[config.mk]
export PLATFORM = sky130hd
export DESIGN_NAME = dp_dmi_bus_master_flat
export DESIGN_NICKNAME = d
export VERILOG_FILES = /design/src/rtl/dp_dmi_bus_master_if.sv /design/src/rtl/dp_dmi_bus_master.sv /design/src/flat_wrapper.sv
export SDC_FILE = /design/constraint.sdc
export NUM_CORES = 1
export LEC_CHECK = 0
export BUFFER_PORTS_ARGS = -buffer_cell sky130_fd_sc_hd__buf_2
export CAP_MARGIN = 0
export CORE_ASPECT_RATIO = 0.7
export CORE_UTILIZATION = 47
export CTS_CLUSTER_DIAMETER = 120
export DETAILED_ROUTE_END_ITERATION = 6
export PLACE_DENSITY = 0.76
export SYNTH_ARGS = -nofsm -noshare
export SYNTH_HDL_FRONTEND = slang
export SYNTH_SLANG_ARGS = --single-unit
[constraint.sdc]
create_clock -name iclk -period 2.75 [get_ports iclk]
set_input_delay 0.275 -clock iclk [delete_from_list [all_inputs] [get_ports iclk]]
set_output_delay 0.275 -clock iclk [all_outputs]
set_load 0.005 [all_outputs]
[src/rtl/dp_dmi_bus_master_if.sv]
// ---------------------------------------------------------------------------
// dp_dmi_bus_master_if
//
// Debug-module request/acknowledge bus between the DMI bus master and the
// debug module.
//
//   req    master -> slave  request, held until ack
//   we     master -> slave  1 write, 0 read; stable while req
//   addr   master -> slave  address (ABITS); stable while req
//   wdata  master -> slave  write data (DBITS); stable while req
//   ack    slave -> master  one-cycle acknowledge, ignored while req=0
//   rdata  slave -> master  read data (DBITS), valid with ack
//   err    slave -> master  bus error, valid with ack
// ---------------------------------------------------------------------------
interface dp_dmi_bus_master_if #(
  parameter int ABITS = 7,
  parameter int DBITS = 32
) ();

  logic             req;
  logic             we;
  logic [ABITS-1:0] addr;
  logic [DBITS-1:0] wdata;
  logic             ack;
  logic [DBITS-1:0] rdata;
  logic             err;

  modport master (
    output req,
    output we,
    output addr,
    output wdata,
    input  ack,
    input  rdata,
    input  err
  );

  modport slave (
    input  req,
    input  we,
    input  addr,
    input  wdata,
    output ack,
    output rdata,
    output err
  );

endinterface

[src/rtl/dp_dmi_bus_master.sv]
// ---------------------------------------------------------------------------
// dp_dmi_bus_master
//
// Runs the read/write described by the DMI data register (latched at
// Update-DR) on the debug module request/acknowledge bus and returns
// {data, status} for the next Capture-DR. Keeps RISC-V style sticky status
// (busy / failed) and aborts a transaction that goes unacknowledged for
// 2**TMO_W-1 cycles.
//
// Ports
//   iclk        clock, rising edge
//   irst        asynchronous reset, active-high
//   dmi_upd     one-cycle pulse: DMI register updated
//   dmi_op      0 nop, 1 read, 2 write, 3 reserved
//   dmi_addr    request address (ABITS)
//   dmi_wdata   request write data (DBITS)
//   dmi_reset   one-cycle pulse: clear sticky status
//   dmi_hreset  one-cycle pulse: abort transaction and clear all status
//   dm          request/acknowledge bus (master side)
//   rsp_data    captured read data
//   rsp_op      0 ok, 2 failed, 3 busy (sticky)
//   busy        transaction in flight
// ---------------------------------------------------------------------------
module dp_dmi_bus_master #(
  parameter int ABITS = 7,
  parameter int DBITS = 32,
  parameter int TMO_W = 8
) (
  input  logic                iclk,
  input  logic                irst,
  input  logic                dmi_upd,
  input  logic [1:0]          dmi_op,
  input  logic [ABITS-1:0]    dmi_addr,
  input  logic [DBITS-1:0]    dmi_wdata,
  input  logic                dmi_reset,
  input  logic                dmi_hreset,
  dp_dmi_bus_master_if.master dm,
  output logic [DBITS-1:0]    rsp_data,
  output logic [1:0]          rsp_op,
  output logic                busy
);

  localparam logic [1:0] OP_READ    = 2'd1;
  localparam logic [1:0] OP_WRITE   = 2'd2;
  localparam logic [1:0] RSP_OK     = 2'd0;
  localparam logic [1:0] RSP_FAILED = 2'd2;
  localparam logic [1:0] RSP_BUSY   = 2'd3;

  // The counter starts at 0 on the first REQ cycle; when an unacknowledged
  // cycle would step it to all-ones the transaction is abandoned, giving
  // exactly 2**TMO_W-1 cycles of dm.req.
  localparam logic [TMO_W-1:0] TMO_LAST = {{(TMO_W-1){1'b1}}, 1'b0};

  typedef enum logic {
    ST_IDLE,
    ST_REQ
  } state_t;

  state_t           state_reg, state_next;
  logic [TMO_W-1:0] tmo_cnt_reg, tmo_cnt_next;
  logic             we_reg, we_next;
  logic [ABITS-1:0] addr_reg, addr_next;
  logic [DBITS-1:0] wdata_reg, wdata_next;
  logic [DBITS-1:0] rsp_data_reg, rsp_data_next;
  logic [1:0]       rsp_op_reg, rsp_op_next;

  logic             cmd_is_rw;
  logic             fail_evt;
  logic             busy_evt;

  // -------------------------------------------------------------------------
  // State register
  // -------------------------------------------------------------------------
  always_ff @(posedge iclk or posedge irst) begin
    if (irst) begin
      state_reg    <= ST_IDLE;
      tmo_cnt_reg  <= '0;
      we_reg       <= 1'b0;
      addr_reg     <= '0;
      wdata_reg    <= '0;
      rsp_data_reg <= '0;
      rsp_op_reg   <= RSP_OK;
    end else begin
      state_reg    <= state_next;
      tmo_cnt_reg  <= tmo_cnt_next;
      we_reg       <= we_next;
      addr_reg     <= addr_next;
      wdata_reg    <= wdata_next;
      rsp_data_reg <= rsp_data_next;
      rsp_op_reg   <= rsp_op_next;
    end
  end

  // -------------------------------------------------------------------------
  // Next-state logic
  // -------------------------------------------------------------------------
  always_comb begin
    state_next    = state_reg;
    tmo_cnt_next  = tmo_cnt_reg;
    we_next       = we_reg;
    addr_next     = addr_reg;
    wdata_next    = wdata_reg;
    rsp_data_next = rsp_data_reg;
    rsp_op_next   = rsp_op_reg;
    fail_evt      = 1'b0;
    busy_evt      = 1'b0;
    cmd_is_rw     = (dmi_op == OP_READ) || (dmi_op == OP_WRITE);

    unique case (state_reg)
      ST_IDLE: begin
        // Any sticky status blocks new commands until dmi_reset.
        if (dmi_upd && cmd_is_rw && (rsp_op_reg == RSP_OK)) begin
          state_next   = ST_REQ;
          we_next      = (dmi_op == OP_WRITE);
          addr_next    = dmi_addr;
          wdata_next   = dmi_wdata;
          tmo_cnt_next = '0;
        end
      end

      ST_REQ: begin
        if (dm.ack) begin
          state_next = ST_IDLE;
          if (dm.err) begin
            fail_evt = 1'b1;
          end else if (!we_reg) begin
            rsp_data_next = dm.rdata;
          end
        end else if (tmo_cnt_reg == TMO_LAST) begin
          state_next   = ST_IDLE;
          tmo_cnt_next = tmo_cnt_reg + TMO_W'(1);
          fail_evt     = 1'b1;
        end else begin
          tmo_cnt_next = tmo_cnt_reg + TMO_W'(1);
        end

        // A command arriving while one is in flight is dropped and flagged,
        // even when the in-flight one completes in this same cycle.
        if (dmi_upd) begin
          busy_evt = 1'b1;
        end
      end

      default: begin
        state_next = ST_IDLE;
      end
    endcase

    // Sticky status: only the first event after a clear is recorded, and
    // busy wins over a simultaneous failure.
    if (rsp_op_reg == RSP_OK) begin
      if (busy_evt) begin
        rsp_op_next = RSP_BUSY;
      end else if (fail_evt) begin
        rsp_op_next = RSP_FAILED;
      end
    end

    if (dmi_reset) begin
      rsp_op_next = RSP_OK;
    end

    // Hard reset abandons the transaction and any same-cycle command or
    // acknowledge; captured read data survives.
    if (dmi_hreset) begin
      state_next    = ST_IDLE;
      tmo_cnt_next  = '0;
      rsp_op_next   = RSP_OK;
      we_next       = we_reg;
      addr_next     = addr_reg;
      wdata_next    = wdata_reg;
      rsp_data_next = rsp_data_reg;
    end
  end

  // -------------------------------------------------------------------------
  // Outputs (all straight from registers)
  // -------------------------------------------------------------------------
  assign dm.req   = (state_reg == ST_REQ);
  assign dm.we    = we_reg;
  assign dm.addr  = addr_reg;
  assign dm.wdata = wdata_reg;

  assign rsp_data = rsp_data_reg;
  assign rsp_op   = rsp_op_reg;
  assign busy     = (state_reg != ST_IDLE);

endmodule

[src/flat_wrapper.sv]
// flat-port wrapper written by rule: the top's interface ports become plain ports
module dp_dmi_bus_master_flat 
#(
  parameter int ABITS = 7,
  parameter int DBITS = 32,
  parameter int TMO_W = 8
)
  (iclk, irst, dmi_upd, dmi_op, dmi_addr, dmi_wdata, dmi_reset, dmi_hreset, rsp_data, rsp_op, busy, dm_req, dm_we, dm_addr, dm_wdata, dm_ack, dm_rdata, dm_err);
  dp_dmi_bus_master_if #(.ABITS(ABITS), .DBITS(DBITS)) dm_i ();
  input  logic iclk;
  input  logic irst;
  input  logic dmi_upd;
  input  logic [1:0] dmi_op;
  input  logic [ABITS-1:0] dmi_addr;
  input  logic [DBITS-1:0] dmi_wdata;
  input  logic dmi_reset;
  input  logic dmi_hreset;
  output logic [DBITS-1:0] rsp_data;
  output logic [1:0] rsp_op;
  output logic busy;
  output wire logic [$bits(dm_i.req)-1:0] dm_req;
  output wire logic [$bits(dm_i.we)-1:0] dm_we;
  output wire logic [$bits(dm_i.addr)-1:0] dm_addr;
  output wire logic [$bits(dm_i.wdata)-1:0] dm_wdata;
  input wire logic [$bits(dm_i.ack)-1:0] dm_ack;
  input wire logic [$bits(dm_i.rdata)-1:0] dm_rdata;
  input wire logic [$bits(dm_i.err)-1:0] dm_err;
  assign dm_req = dm_i.req;
  assign dm_we = dm_i.we;
  assign dm_addr = dm_i.addr;
  assign dm_wdata = dm_i.wdata;
  assign dm_i.ack = dm_ack;
  assign dm_i.rdata = dm_rdata;
  assign dm_i.err = dm_err;
  dp_dmi_bus_master #(.ABITS(ABITS), .DBITS(DBITS), .TMO_W(TMO_W)) u_core (.iclk(iclk), .irst(irst), .dmi_upd(dmi_upd), .dmi_op(dmi_op), .dmi_addr(dmi_addr), .dmi_wdata(dmi_wdata), .dmi_reset(dmi_reset), .dmi_hreset(dmi_hreset), .dm(dm_i), .rsp_data(rsp_data), .rsp_op(rsp_op), .busy(busy));
endmodule
After elaboration in Yosys (flattened, before gate mapping)
Cells that the tools add are included.

storage, ports and cells
  register bits = 83

operators by class
  bitwise logic cells = 4
  add/sub/neg operators = 1
  eq/ne operators = 5
  reductions and logical operators = 10
  muxes and demuxes = 20

operators by type and width
  cell                                                 number
  2-to-1 mux 8 bit                                     3
  case mux 8 bit (2 select lines)                      1
  2-to-1 mux 1 bit                                     10
  2-to-1 mux 2 bit                                     5
  adder 8 x 1 -> 8 bit, second input constant          1
  equality test 8 bit, second input constant           1
  AND reduction 5 bit                                  1
  inverter 1 bit                                       4
  AND reduction 2 bit                                  2
  nonzero test 4 bit                                   1
  != test 3 x 2 -> 1 bit, second input constant        1
  != test 3 bit, second input constant                 1
  AND reduction 3 bit                                  1
  nonzero test 3 bit                                   1
  equality test 2 x 1 -> 1 bit, second input constant  1
  equality test 2 bit, second input constant           1
  logical AND 1 bit                                    2
  logical NOT 2 bit                                    1
  case mux 1 bit (2 select lines)                      1
  logical OR 1 bit                                     1

Logic depth before layout (Yosys ltp)
  depth after elaboration = 9
  mapped depth = 8

Least setup slack after synthesis
No wires, ideal clock.

  kind = input port to flip-flop
  start point = input port dmi_op[0]
  end point = register u_core.addr_reg[6], in the netlist u_core.dm.addr[6]
  setup time = 0.125 ns
  path slack = 0.711 ns
  cell stages on the path = 8
  arrival = 1.914 ns
  required time = 2.625 ns
  buffers on the path = 3
  path through = inv_1 ha_1 or4b_1 buf_2 nand2b_4 buf_6 buf_12 mux2_4

on the way
  cells in the longest elaborated chain, start to end = 5
  elaborated cells between the ends (all ways) = 6

ends and longest elaborated chain
  what                                                                        RTL line                  text
  start: declaration                                                          flat_wrapper.sv:13        input logic [1:0] dmi_op;
  equality test 2 x 1 -> 1 bit / equality test 2 bit (equally long branches)  dp_dmi_bus_master.sv:107  cmd_is_rw = (dmi_op == OP_READ) || (dmi_op == OP_WRITE);
  logical OR 1 bit *                                                          dp_dmi_bus_master.sv:107
  logical AND 1 bit * (2 in series)                                           dp_dmi_bus_master.sv:112  if (dmi_upd && cmd_is_rw && (rsp_op_reg == RSP_OK)) begin
  AND reduction 3 bit (no source line) *                                      -
  end signal: assignment                                                      dp_dmi_bus_master.sv:87   addr_reg <= addr_next;
  end: declaration                                                            dp_dmi_bus_master.sv:62   logic [ABITS-1:0] addr_reg, addr_next;

Mark *: on every way between the ends. The rest lies on a longest branch, timed or not.
A chain may end at the register's enable or synchronous reset.

Final worst setup path
  start point = register u_core.rsp_op_reg[1], in the netlist u_core.rsp_op[1]
  end point = register u_core.wdata_reg[16], in the netlist u_core.dm.wdata[16]

on the way
  cells in the longest elaborated chain, start to end = 3

ends and longest elaborated chain
  what                                  RTL line                  text
  start: declaration                    dp_dmi_bus_master.sv:65   logic [1:0] rsp_op_reg, rsp_op_next;
  start signal: assignment              dp_dmi_bus_master.sv:90   rsp_op_reg <= rsp_op_next;
  logical NOT 2 bit                     dp_dmi_bus_master.sv:112
  logical AND 1 bit                     dp_dmi_bus_master.sv:112
  AND reduction 3 bit (no source line)  -
  end signal: assignment                dp_dmi_bus_master.sv:88   wdata_reg <= wdata_next;
  end: declaration                      dp_dmi_bus_master.sv:63   logic [DBITS-1:0] wdata_reg, wdata_next;

No other way between the ends.

==> out/qor.txt <==
Status: completed
Antenna violations before repair: 0
Residual DRC: 0
Metal-1 WL: 3428 um
Tightest Pin Transition: 0.7538 ns
Mapped cell area: 3546 um^2
Synth Instances: 228
Gpl congestion: 0.8830
Pin count of the biggest net entering global routing: 47
Max cap viols: 0
WL final: 7317 um
PwrDens: 769.2 nW/um^2
Top post-synthesis cells by area: dfrtp_1, mux2_4, mux2_2, buf_12, ha_1
Relative slew margins: 49.75%
Reg-to-reg setup timing slack: 0.56 ns
Vias in the first global route: 2337
Antenna cells: 0
First-pass GRT wire length: 11400 um
FF-to-FF path depth: 3
Clock insertion delay at the later pin of the skew report: 0.33 ns
Die Y: 74.67 um
Post-Place Cell Area: 4350 um^2
FP Rows: 26
Area share of the largest cell type after synthesis: 58.57%
Synth area leader: dfrtp_1
Share of layout cells above drive strength 1: 63.24%
Final setup violation count: 0
Critical Path Sink: u_core.dm.wdata[16]
Fin crit share: 79.59%
Num CTS Buffers: 9
Clock Sink Count: 83
Worst R2R Start: u_core.rsp_op[1]
Met2 WL: 3289 um
Hold Path Class: input pin to asynchronous set/reset pin
R2r endpoint: u_core.dm.wdata[16]
Setup crit end kind: register
Crit Path Max Fanout: 41
DR WL/cell: 15.02 um
Hpwl dp: 5316 um
Die Wd: 105.8 um
Vias: 2414
Leak: 2.457 nW
Synth Area per Inst: 15.55 um^2
TritonCTS clock tree: done
Post-CTS resize count: 0
DR WL met3: 537 um
Commonest non-fill, non-tap cell in the layout: buf_2
Initial drt markers: 124
Postcts setup bufs: 0
Core area: 7287 um^2
Clock root cell: clkbuf_8
Critical Path AT: 2.41 ns
Post-Synthesis Net Count: 311
Die area: 7901 um^2
IR drop worst, VDD: 384.8 uV
Critical path origin: u_core.rsp_op[1]
Synth warn: 0
Seq. cell area: 2077 um^2
Final instance area: 4566 um^2
CP Class: register to register
Port bufs: 155
Net count, final: 468
Clk buf depth: 2
RSZ-0062 raised after global routing: false
Post-synthesis sequential area ratio: 58.57%
Peak Freq: 456.9 MHz
Worst EP required: 2.97 ns
Synthesis-stage register bit count: 83
Clock Skews: 0.004493 ns
First-pass iteration count of the detailed router: 6
Multi-input gate area: 1313 um^2
Slew Viols, Final: 0
Hold buffer count at CTS: 0
Via density: 4.957
Final TNS setup: 0 ns
Starting Density: 48.66%
Fillers: 591
Final hold vios: 0
Final ANT Viol Nets: 0
Startpoint type of the worst setup path: register
GRT Util Overall: 18.85%
Ports: 156
Tmin final: 2.189 ns
Most frequent cells in the layout: buf_2, dfrtp_1, mux2_4
P&R area growth vs syn: 28.76%
H-tree Lvls: 3
Post-synth cell types: 34
Worst-path clk slew: 0.08 ns
Gr ovfl total: 0
Top layer in use: met4
[cells in the mapped netlist]
cell type,number
a211oi_1,1
a21oi_1,1
a22oi_1,2
a31oi_1,5
buf_12,4
buf_2,4
buf_4,1
buf_6,1
clkbuf_1,1
dfrtp_1,83
ha_1,3
inv_1,9
mux2_2,33
mux2_4,39
mux2i_1,1
nand2_1,4
nand2b_1,3
nand2b_4,1
nand3_1,7
nand3b_1,2
nand4_1,1
nand4b_1,1
nor2_1,3
nor2b_1,1
nor3_1,1
nor4_1,2
nor4bb_1,1
o21ai_0,5
o22ai_1,1
o311ai_0,1
o31a_1,3
or3_1,1
or3b_2,1
or4b_1,1
[cell families (layout without fill, tap and decap cells)]
| kind of cell | Yosys count | count (layout) | synth area share [%] |
|---|---|---|---|
| multiplexers | 73 | 73 | 27.28 |
| buffers and inverters | 20 | 181 | 4.411 |
| flip-flops | 83 | 83 | 58.57 |
| adder cells (fa/ha/maj) | 3 | 3 | 1.059 |
| AO/OA/AOI/OAI | 19 | 19 | 3.529 |
| AND/OR/NAND/NOR | 30 | 30 | 5.152 |
[worst min-delay path by stage]
stage	to	slack (ns)
after floorplan	u_core.rsp_op[0]	0.35
after global placement	u_core.dm.wdata[30]	0.38
after detailed placement	u_core.dm.wdata[30]	0.39
after CTS	u_core.dm.wdata[30]	0.0009
after global routing	u_core.dm.wdata[30]	0.03
final	u_core.dm.wdata[27]	0.003
[layout make-up]
cell class | count | share of cell area (%)
Clock buffer | 11 | 3.097
Clock inverter | 4 | 1.617
Inverter | 9 | 0.7673
Multi-Input combinational cell | 125 | 28.75
Sequential cell | 83 | 45.49
Tap cell | 98 | 2.686
Timing Repair Buffer | 157 | 17.59
[where the power goes]
group	switching (mW)	internal, mW	total [mW]
sequential	0.166	1.52	1.69
combinational	0.306	0.566	0.872
clock	0.418	0.534	0.952
total	0.890	2.62	3.51
[per-stage QoR]
step                      hold slack, ns  util (%)  power, mW  cells  setup WS, ns
final                           0.003145     62.65      3.512    487        0.5612
after global routing             0.03331     62.65      3.715    487        0.4839
after CTS                      0.0009457     62.65      3.569    487        0.5643
after detailed placement          0.3853     59.70      2.591    472        0.3067
after global placement            0.3754     59.70      2.546    472        0.3584
after floorplan                   0.3458         -      2.163    228        0.3382
[per-layer routing]
layer  up-vias  GRT usage (%)
met5         -              0
met4         0          5.556
met3         6          6.320
met2       113          29.85
met1      1166          25.11
li1       1129              -
[critical path, cell delays in order (launching register included)]
cell and delay, ns:
dfrtp_1 0.42, or4b_1 0.63, nand2b_4 0.55, mux2_4 0.46
No activity file was read; power rests on OpenSTA's default activity.
